==> src/rtl/dsss_pkg.sv <==
// Shared DSSS definitions: PN sequence parameters, sample/correlation widths
// and despreader state encoding. Imported by the coder and despreader sides.
package dsss_pkg;

    localparam int unsigned PN_LEN    = 31;
    localparam int unsigned PN_W      = 5;
    localparam logic [4:0]  PN_SEED   = 5'b11111;
    // x^5 + x^2 + 1: feedback = lfsr[4] ^ lfsr[1]
    localparam int unsigned PN_TAP_HI = 4;
    localparam int unsigned PN_TAP_LO = 1;

    localparam int unsigned SAMPLE_W  = 3;
    localparam int unsigned CORR_W    = 8;
    localparam int unsigned CNT_W     = 5;

    localparam logic [0:0]  ST_ACQ    = 1'b0;
    localparam logic [0:0]  ST_TRACK  = 1'b1;

    // Magnitude of a signed correlation; -128 never occurs for 31 chips.
    function automatic logic [CORR_W-1:0] corr_abs(input logic signed [CORR_W-1:0] v);
        return v[CORR_W-1] ? CORR_W'(-v) : CORR_W'(v);
    endfunction

endpackage

==> src/rtl/pn_gen31.sv <==
// 31-chip m-sequence generator (Fibonacci LFSR, x^5+x^2+1).
// Ports: clk31 chip clock, rst_n async active-low reset (loads SEED),
//        adv advance one chip this cycle, chip current PN chip (lfsr[4]).
module pn_gen31
    import dsss_pkg::*;
#(
    parameter logic [PN_W-1:0] SEED = PN_SEED
) (
    input  logic clk31,
    input  logic rst_n,
    input  logic adv,
    output logic chip
);

    logic [PN_W-1:0] r_lfsr;
    logic [PN_W-1:0] w_lfsr_nxt;

    // Shift left, feedback enters at bit 0; hold when not advancing.
    always_comb begin
        w_lfsr_nxt = r_lfsr;
        if (adv) begin
            w_lfsr_nxt = {r_lfsr[PN_W-2:0], r_lfsr[PN_TAP_HI] ^ r_lfsr[PN_TAP_LO]};
        end
    end

    always_ff @(posedge clk31 or negedge rst_n) begin
        if (!rst_n) begin
            r_lfsr <= SEED;
        end else begin
            r_lfsr <= w_lfsr_nxt;
        end
    end

    assign chip = r_lfsr[PN_W-1];

endmodule

==> src/rtl/despreader.sv <==
// DSSS despreader: correlates 31-chip windows of soft samples against the
// local m-sequence, slides one chip per failed window until lock, then
// recovers one data bit per window and drops lock after repeated weak windows.
// Ports: clk31 chip clock, rst_n async active-low reset, rcv_ena receive
//        enable, noised_data 3-bit signed soft chip, out_data recovered bit,
//        out_valid one-cycle bit strobe, locked high in TRACK,
//        corr signed correlation of the last completed window.
module despreader
    import dsss_pkg::*;
#(
    parameter logic [PN_W-1:0] SEED        = PN_SEED,
    parameter int unsigned     ACQ_THRESH  = 40,
    parameter int unsigned     LOSS_THRESH = 24,
    parameter int unsigned     MISS_LIMIT  = 3
) (
    input  logic                clk31,
    input  logic                rst_n,
    input  logic                rcv_ena,
    input  logic [SAMPLE_W-1:0] noised_data,
    output logic                out_data,
    output logic                out_valid,
    output logic                locked,
    output logic [CORR_W-1:0]   corr
);

    localparam int unsigned MISS_W = $clog2(MISS_LIMIT + 1);

    logic                     w_chip;
    logic                     w_adv;
    logic                     w_last;
    logic signed [CORR_W-1:0] w_samp;
    logic signed [CORR_W-1:0] w_sum;
    logic [CORR_W-1:0]        w_abs;

    logic [0:0]               r_state,  w_state_nxt;
    logic [CNT_W-1:0]         r_cnt,    w_cnt_nxt;
    logic signed [CORR_W-1:0] r_acc,    w_acc_nxt;
    logic signed [CORR_W-1:0] r_corr,   w_corr_nxt;
    logic [MISS_W-1:0]        r_miss,   w_miss_nxt;
    logic                     r_slip,   w_slip_nxt;
    logic                     r_locked, w_locked_nxt;
    logic                     r_valid,  w_valid_nxt;
    logic                     r_data,   w_data_nxt;

    // Local PN holds during a slip cycle and while the receiver is disabled.
    assign w_adv = rcv_ena & ~r_slip;

    pn_gen31 #(.SEED(SEED)) u_pn (
        .clk31 (clk31),
        .rst_n (rst_n),
        .adv   (w_adv),
        .chip  (w_chip)
    );

    // Despread the current sample and form the running window sum.
    assign w_samp = CORR_W'($signed(noised_data));
    assign w_sum  = r_acc + (w_chip ? w_samp : -w_samp);
    assign w_abs  = corr_abs(w_sum);
    assign w_last = (r_cnt == CNT_W'(PN_LEN - 1));

    // Next-state, window-end decisions and output strobes.
    always_comb begin
        w_state_nxt  = r_state;
        w_cnt_nxt    = r_cnt;
        w_acc_nxt    = r_acc;
        w_corr_nxt   = r_corr;
        w_miss_nxt   = r_miss;
        w_slip_nxt   = 1'b0;
        w_locked_nxt = r_locked;
        w_valid_nxt  = 1'b0;
        w_data_nxt   = r_data;

        if (!rcv_ena) begin
            // Idle: drop any partial window and fall back to acquisition.
            w_state_nxt  = ST_ACQ;
            w_cnt_nxt    = '0;
            w_acc_nxt    = '0;
            w_miss_nxt   = '0;
            w_locked_nxt = 1'b0;
        end else if (r_slip) begin
            // Slip cycle: sample discarded, counter stays at 0.
            w_cnt_nxt = '0;
        end else if (!w_last) begin
            w_acc_nxt = w_sum;
            w_cnt_nxt = r_cnt + CNT_W'(1);
        end else begin
            w_acc_nxt  = '0;
            w_cnt_nxt  = '0;
            w_corr_nxt = w_sum;
            if (r_state == ST_ACQ) begin
                if (w_abs >= CORR_W'(ACQ_THRESH)) begin
                    w_state_nxt  = ST_TRACK;
                    w_locked_nxt = 1'b1;
                    w_miss_nxt   = '0;
                end else begin
                    w_slip_nxt = 1'b1;
                end
            end else begin
                w_valid_nxt = 1'b1;
                w_data_nxt  = ~w_sum[CORR_W-1];
                if (w_abs < CORR_W'(LOSS_THRESH)) begin
                    if (r_miss == MISS_W'(MISS_LIMIT - 1)) begin
                        // Lost lock; next window starts immediately, no slip.
                        w_state_nxt  = ST_ACQ;
                        w_locked_nxt = 1'b0;
                        w_miss_nxt   = '0;
                    end else begin
                        w_miss_nxt = r_miss + MISS_W'(1);
                    end
                end else begin
                    w_miss_nxt = '0;
                end
            end
        end
    end

    always_ff @(posedge clk31 or negedge rst_n) begin
        if (!rst_n) begin
            r_state  <= ST_ACQ;
            r_cnt    <= '0;
            r_acc    <= '0;
            r_corr   <= '0;
            r_miss   <= '0;
            r_slip   <= 1'b0;
            r_locked <= 1'b0;
            r_valid  <= 1'b0;
            r_data   <= 1'b0;
        end else begin
            r_state  <= w_state_nxt;
            r_cnt    <= w_cnt_nxt;
            r_acc    <= w_acc_nxt;
            r_corr   <= w_corr_nxt;
            r_miss   <= w_miss_nxt;
            r_slip   <= w_slip_nxt;
            r_locked <= w_locked_nxt;
            r_valid  <= w_valid_nxt;
            r_data   <= w_data_nxt;
        end
    end

    assign out_data  = r_data;
    assign out_valid = r_valid;
    assign locked    = r_locked;
    assign corr      = r_corr;

endmodule

==> config.mk <==
export PLATFORM = sky130hd
export DESIGN_NAME = despreader
export DESIGN_NICKNAME = d
export VERILOG_FILES = /design/src/rtl/dsss_pkg.sv /design/src/rtl/pn_gen31.sv /design/src/rtl/despreader.sv
export SDC_FILE = /design/constraint.sdc
export NUM_CORES = 1
export LEC_CHECK = 0
export ABC_AREA = 1
export CORE_ASPECT_RATIO = 0.75
export CORE_UTILIZATION = 40
export CTS_BUF_LIST = sky130_fd_sc_hd__clkbuf_8
export CTS_CLUSTER_SIZE = 8
export DETAILED_ROUTE_END_ITERATION = 10
export PLACE_DENSITY = 0.69
export SYNTH_ARGS = -nofsm -noshare
export SYNTH_HDL_FRONTEND = slang
export SYNTH_SLANG_ARGS = --single-unit
==> constraint.sdc <==
create_clock -name clk31 -period 2.4 [get_ports clk31]
set_input_delay 0.6 -clock clk31 [delete_from_list [all_inputs] [get_ports clk31]]
set_output_delay 0.6 -clock clk31 [all_outputs]
set_load 0.01 [all_outputs]
==> results.py, run 1 <==
metrics = {
    "layout": {
        "layout_common_cells": "67 x nand2_1, 38 x buf_4, 28 x dfrtp_1",
        "instances_no_fill": 417,
        "drive_gt1_share_pct": 39.1,
        "nets": 365,
        "antenna_cells": 0,
        "area_growth_pct": 49.3,
        "design_area_um2": 3170,
        "final_common_cell": "nand2_1",
    },
    "die": {
        "num_io_pins": 17,
        "fp-row-count": 22,
        "die_area_um2": 5610,
        "initial_core_util_pct": 42.4,
        "core_um2": 5010,
        "die_x_um": 86.2,
        "die_h_um": 65.1,
    },
    "cts": {
        "clock-sinks": 33,
        "htree_levels": 2,
        "path_clk_slew_ns": 0.07,
        "cts_tree": "yes",
        "hold_buffers": 0,
        "clk_latency_ns": 0.28,
        "cts_buffer_depth": 2,
        "cts_buffers": 5,
        "cts_root_buf": "clkbuf_8",
    },
    "pwr": {
        "vdd_drop_max_v": 0.000635,
        "p_total_mw": 4.10,
        "powerDensity_nw_per_um2": 1290,
        "leakage_nw": 1.53,
    },
    "synthesis": {
        "synthesis.area_um2": 2130,
        "syn-num-nets": 305,
        "ys.warnings.count": 0,
        "ys_ff_latch": 33,
        "synthCells": 284,
        "seq_area_frac_synth_pct": 39.1,
        "syn_avg_cell_area_um2": 7.49,
        "synth.distinct_cells": 27,
    },
    "routing": {
        "drt.antenna.violating_nets": 0,
        "via_per_inst": 4.87,
        "vias": 2029,
        "routed_wirelength_um": 5210,
        "drtIter0Drc": 126,
        "detail_route.wl_per_cell_um": 12.5,
        "post-route-drc-count": 0,
        "dr.pass1.iters": 4,
    },
    "placement": {
        "place.port_buffers": 16,
        "dp.cells": 402,
        "placed_area_um2": 2790,
        "dpl.hpwl_um": 3750,
        "gp_congestion": 0.818,
    },
    "setup_path": {
        "critPathCaptureType": "flop",
        "path_class": "primary input to flop",
        "required_ns": 2.58,
        "r2r_setup_slack_ns": -0.23,
        "critPathArrivalTime_ns": 2.85,
        "crit_path_start_kind": "primary input",
        "cp_max_fo": 6,
    },
    "flow_run": {
        "maxCapViolCount": 0,
    },
    "timing": {
        "hold_viol_final": 0,
        "whs_ns": 0.466,
        "worst_slack_ns": -0.277,
        "setup_viol": 5,
        "maxSlewHeadroom_pct": 70.0,
        "grt_setup_unrepaired": "true",
        "fin_skew_ns": 0.00738,
        "maxSlewViolCount": 0,
        "worst_pin_slew_ns": 0.449,
        "period_share_pct": 112,
        "min_period_ns": 2.68,
        "fmax_mhz": 374,
    },
    "grt": {
        "grt_pass1_vias": 1960,
        "grt_max_degree": 34,
        "grt-ovfl-total": 0,
        "grt_pass1_wl_um": 8930,
        "grt_usage_pct": 20.4,
        "grt_antenna_before_repair": 0,
    },
    "outcome": {
        "violations": "setup timing",
        "status": "finished, violations left",
    },
    "min_path": {
        "min_path_type": "flop to flop",
    },
}
==> stage by stage <==
step                utilization (%)  worst slack, ns  TNS [ns]
floorplan                         -           -0.257    -0.961
global placement               55.8            -1.04    -11.58
detailed placement             55.8            -1.08    -12.35
CTS                            61.2           -0.239    -0.970
global route                   63.3           -0.427     -1.97
finish                         63.3           -0.277     -1.16
==> critical path, cell delays in order <==
cell and delay [ns]:
buf_12 0.11, inv_16 0.05, nand3_2 0.06, ha_1 0.26, nand2_1 0.07, nand2_1 0.06
inv_2 0.10, ha_4 0.23, nand2_4 0.08, inv_2 0.05, a21oi_4 0.19, nand2_2 0.08
nand2_2 0.09, nand2_4 0.08, buf_6 0.13, nand2_2 0.06, nand3_2 0.08, nand2_4 0.13
nand3_4 0.10, nand2_4 0.09, inv_2 0.04, nand2_1 0.05, nand2_1 0.05
==> cells in the mapped netlist <==
cell / count / area share [%]
nand2_1: 79 / 14
inv_1: 33 / 5.8
nand3_1: 32 / 7.5
dfrtp_1: 28 / 33
nor2_1: 20 / 3.5
o21ai_0: 19 / 4.5
ha_1: 14 / 8.2
nand2_2: 11 / 3.2
nand3_2: 6 / 2.8
dfstp_2: 5 / 6.2
inv_2: 5 / 0.88
a21oi_1: 4 / 0.94
nand4_1: 4 / 1.2
nor2_2: 3 / 0.88
buf_2: 2 / 0.47
clkbuf_1: 2 / 0.35
nand2_4: 2 / 1.1
nor3_1: 2 / 0.47
o21a_1: 2 / 0.71
o21ai_1: 2 / 0.47
xnor2_1: 2 / 0.82
xor2_1: 2 / 0.82
a31oi_1: 1 / 0.29
fa_1: 1 / 0.94
nand3b_1: 1 / 0.35
o22ai_1: 1 / 0.29
or2_2: 1 / 0.29
==> repair_timing <==
action,CTS,global route
endpoints found under the setup margin,16,11
gates resized for setup,48,26
setup buffers,8,1
pin swaps,30,11
gates cloned,0,0
==> path summary, 6_finish.rpt <==
kind | depth (start not counted) | start | end
min | 2 | u_pn.r_lfsr[3]$_DFFE_PN1P_ | u_pn.r_lfsr[3]$_DFFE_PN1P_
max reg2reg | 18 | u_pn.r_lfsr[4]$_DFFE_PN1P_ | locked$_DFFE_PN0P_
max | 23 | noised_data[1] | locked$_DFFE_PN0P_
min in group asynchronous | 2 | rst_n | corr[3]$_DFFE_PN0P_
min reg2reg | 2 | u_pn.r_lfsr[3]$_DFFE_PN1P_ | u_pn.r_lfsr[3]$_DFFE_PN1P_
max in group asynchronous | 2 | rst_n | u_pn.r_lfsr[3]$_DFFE_PN1P_
==> sequential cells by signal, summed over array words and instances (netlist names), 2 cells and up <==
name and flops:
r_miss 2, r_acc 8, u_pn.r_lfsr 5, corr 8
r_cnt 5
==> logic make-up after synthesis <==
group           count (synthesis)  synth area share [%]
compound gates                 29                  7.18
fa+ha+maj                      15                  9.18
buf+inv                        42                  7.53
simple gates                  161                  35.3
flops                          33                  39.1
xor+xnor                        4                  1.65
==> power breakdown <==
| part | total (mW) | internal, mW | leakage, nW | switching, mW |
|---|---|---|---|---|
| Clock | 0.537 | 0.334 | 0.0626 | 0.203 |
| Sequential | 0.783 | 0.680 | 0.417 | 0.103 |
| Combinational | 2.78 | 1.26 | 1.05 | 1.52 |
| Total | 4.10 | 2.28 | 1.53 | 1.82 |
==> layer usage <==
layer | vias to the layer above | GRT usage, % | wire [um]
met5 | - | 0 | 0
li1 | 1031 | - | -
met2 | 38 | 31.9 | 2400
met3 | 2 | 4.15 | 207
met4 | 0 | 4.79 | 22
met1 | 958 | 29.0 | 2580
==> layout make-up <==
class	instances	area [um2]
clock buffers	6	82.6
clock inverters	2	33.8
fillers	454	1840
inverters	38	169
multi-input cells	209	1460
flip-flops and latches	33	832
well taps	72	90.1
repair buffers	57	504
(Power assumes the default switching activity.)
==> run 2: changes to the inputs <==
--- a/config.mk
+++ b/config.mk
@@ -7,6 +7,7 @@
 export LEC_CHECK = 0
 export ABC_AREA = 1
 export CORE_ASPECT_RATIO = 0.75
+export CORE_MARGIN = 10
 export CORE_UTILIZATION = 40
 export CTS_BUF_LIST = sky130_fd_sc_hd__clkbuf_8
 export CTS_CLUSTER_SIZE = 8
==> run 2 against run 1 <==
  * The flow still finishes with violations (setup timing)
  * Combinational power rose by 13%
  * Cell count rose by 2.4%
  * Sequential share of layout area fell by 1.0 points
  * Register-to-register slack got worse by 0.03 ns
  * Clock-buffer cell count did not move
  * Fmax fell by 1.2%
  * Non-clock buffer count rose by 10
  * Via count rose by 5.5%
==> results.py, run 2 (synthesis results as in run 1) <==
metrics = {
    "routing": {
        "drt.antenna.violating_nets": 0,
        "post-route-drc-count": 0,
        "dr.pass1.iters": 4,
        "detail_route.wl_per_cell_um": 13.9,
        "routed_wirelength_um": 5930,
        "drtIter0Drc": 90,
        "via_per_inst": 5.01,
        "vias": 2141,
    },
    "setup_path": {
        "worstSetupStartpoint": "noised_data[1]",
        "cp_max_fo": 7,
        "critPathArrivalTime_ns": 2.89,
        "required_ns": 2.58,
        "crit_path_start_kind": "primary input",
        "path_cells": "buf_12, inv_16, ha_4, inv_2, ha_4, nand2_2, nand2_2, inv_2, ha_4, inv_2, nand2_2, nand2_4, nor2_4, nand3_2, nor2_2, nand3_1, nand3_1, nand2_2, nand3_4, nand2_4, inv_2, nand2_1, nand2_1, nand2_1",
        "path_class": "primary input to flop",
        "crit_path_max_incr_delay_ns": 0.32,
        "critPathCaptureType": "flop",
        "r2r_start": "u_pn.r_lfsr[4]$_DFFE_PN1P_",
        "crit_slowest_cell": "ha_4",
    },
    "grt": {
        "grt_usage_pct": 12.5,
        "grt-ovfl-total": 0,
        "grt_pass1_vias": 2003,
        "grt_pass1_wl_um": 9140,
        "grt_antenna_before_repair": 0,
        "grt_max_degree": 34,
    },
    "placement": {
        "post-place-ws_ns": -1.09,
        "gp_congestion": 0.837,
        "dpl.hpwl_um": 3880,
        "placed_area_um2": 2820,
        "place.port_buffers": 16,
    },
    "timing": {
        "worst_slack_ns": -0.310,
        "period_share_pct": 113,
        "worst_pin_slew_ns": 0.536,
        "fmax_mhz": 369,
        "fin_skew_ns": 0.00354,
        "setup_viol": 6,
        "maxSlewViolCount": 0,
        "hold_viol_final": 0,
        "min_period_ns": 2.71,
        "fin_setup_tns_ns": -1.46,
        "maxSlewHeadroom_pct": 64.3,
        "grt_setup_unrepaired": "true",
    },
    "cts": {
        "hold_buffers": 0,
        "cts_root_buf": "clkbuf_8",
        "clock-sinks": 33,
        "cts_buffer_depth": 2,
        "cts_tree": "yes",
        "cts_buffers": 5,
        "path_clk_slew_ns": 0.06,
        "htree_levels": 2,
        "clk_latency_ns": 0.29,
    },
    "layout": {
        "layout_common_cells": "61 x nand2_1, 44 x buf_4, 28 x dfrtp_1",
        "design_area_um2": 3300,
        "nets": 375,
        "antenna_cells": 0,
        "seq_area_um2": 832,
        "final_common_cell": "nand2_1",
        "drive_gt1_share_pct": 42.8,
        "area_growth_pct": 55.4,
        "fill_cells": 412,
        "multiInputGateArea_um2": 1530,
        "finalCoreUtilization_pct": 66.0,
    },
    "die": {
        "initial_core_util_pct": 42.4,
        "num_io_pins": 17,
        "die_h_um": 83.1,
        "fp-row-count": 22,
        "core_um2": 5010,
        "die_x_um": 104,
        "die_area_um2": 8660,
    },
    "pwr": {
        "vdd_drop_max_v": 0.000622,
        "swShare_pct": 46.2,
        "internal-power_mw": 2.35,
        "leakage_nw": 1.59,
        "clkPwrFrac_pct": 9.6,
        "p_seq_share_pct": 18.1,
        "p_sw_mw": 2.02,
        "powerDensity_nw_per_um2": 1320,
        "p_comb_share_pct": 72.2,
        "p_total_mw": 4.37,
    },
    "min_path": {
        "hp-start": "u_pn.r_lfsr[3]$_DFFE_PN1P_",
        "min_path_type": "flop to flop",
    },
    "outcome": {
        "violations": "setup timing",
        "status": "finished, violations left",
    },
    "flow_run": {
        "maxCapViolCount": 0,
    },
}
[run 2: changes by cell type in the layout (fill, tap and decap cells not counted), moves of 2 or more]
cell,previous run,this run
nand3_1,21,24
buf_4,38,44
nand3_2,13,10
buf_6,3,7
o21ai_1,5,3
nand2_4,8,13
nand2_1,67,61
nor3_1,2,0
nor2_4,4,6
[run 2: path summary, 6_finish.rpt]
path / endpoint / slack (ns) / depth (start not counted)
setup / recovery: locked$_DFFE_PN0P_ / -0.31 / 24
hold / removal: u_pn.r_lfsr[3]$_DFFE_PN1P_ / 0.46 / 2
setup reg to reg: locked$_DFFE_PN0P_ / -0.26 / 20
hold reg to reg: u_pn.r_lfsr[3]$_DFFE_PN1P_ / 0.46 / 2
max in group asynchronous: u_pn.r_lfsr[4]$_DFFE_PN1P_ / 1.35 / 2
min in group asynchronous: r_acc[4]$_DFFE_PN0P_ / 0.71 / 2
[run 2: power by group through the flow]
stage / clock network (mW) / registers [mW] / logic, mW
floorplan: 0 / 0.777 / 1.35
global placement: 0 / 0.798 / 2.04
detailed placement: 0 / 0.799 / 2.08
CTS: 0.432 / 0.790 / 2.57
global route: 0.450 / 0.802 / 3.42
finish: 0.421 / 0.791 / 3.15
[run 2: metrics by stage]
step / instances / hold slack (ns)
global placement: 405 / 0.455
finish: 427 / 0.462
global route: 427 / 0.491
CTS: 423 / 0.466
detailed placement: 405 / 0.458
floorplan: 284 / 0.304
[run 2: routing by layer]
layer  vias to the layer above  global-route usage [%]  routed length (um)
met3                        15                    3.16                 286
met1                      1020                    16.9                2780
met2                        53                    18.6                2750
met5                         -                       0                   0
met4                         0                    4.51                 123
li1                       1053                       -                   -
[run 2: worst max-delay path: cells and delay by family]
family | cells | cell delay [ns]
buf+inv | 6 | 0.34
simple gates | 15 | 1.26
fa+ha+maj | 3 | 0.68
[run 2: cell type report]
type | count | share of cell area (%)
Clock buffer | 6 | 2.50
Clock inverter | 2 | 0.227
Tap cell | 72 | 2.73
Sequential cell | 33 | 25.2
Multi-Input combinational cell | 209 | 46.2
Inverter | 38 | 5.19
Timing Repair Buffer | 67 | 18.0
[run 2: what timing repair did]
item / 4_1_cts / 5_1_grt
pin swaps: 34 / 31
cloned: 0 / 0
setup endpoints to repair: 16 / 10
setup buffers: 11 / 5
resized for setup: 48 / 48
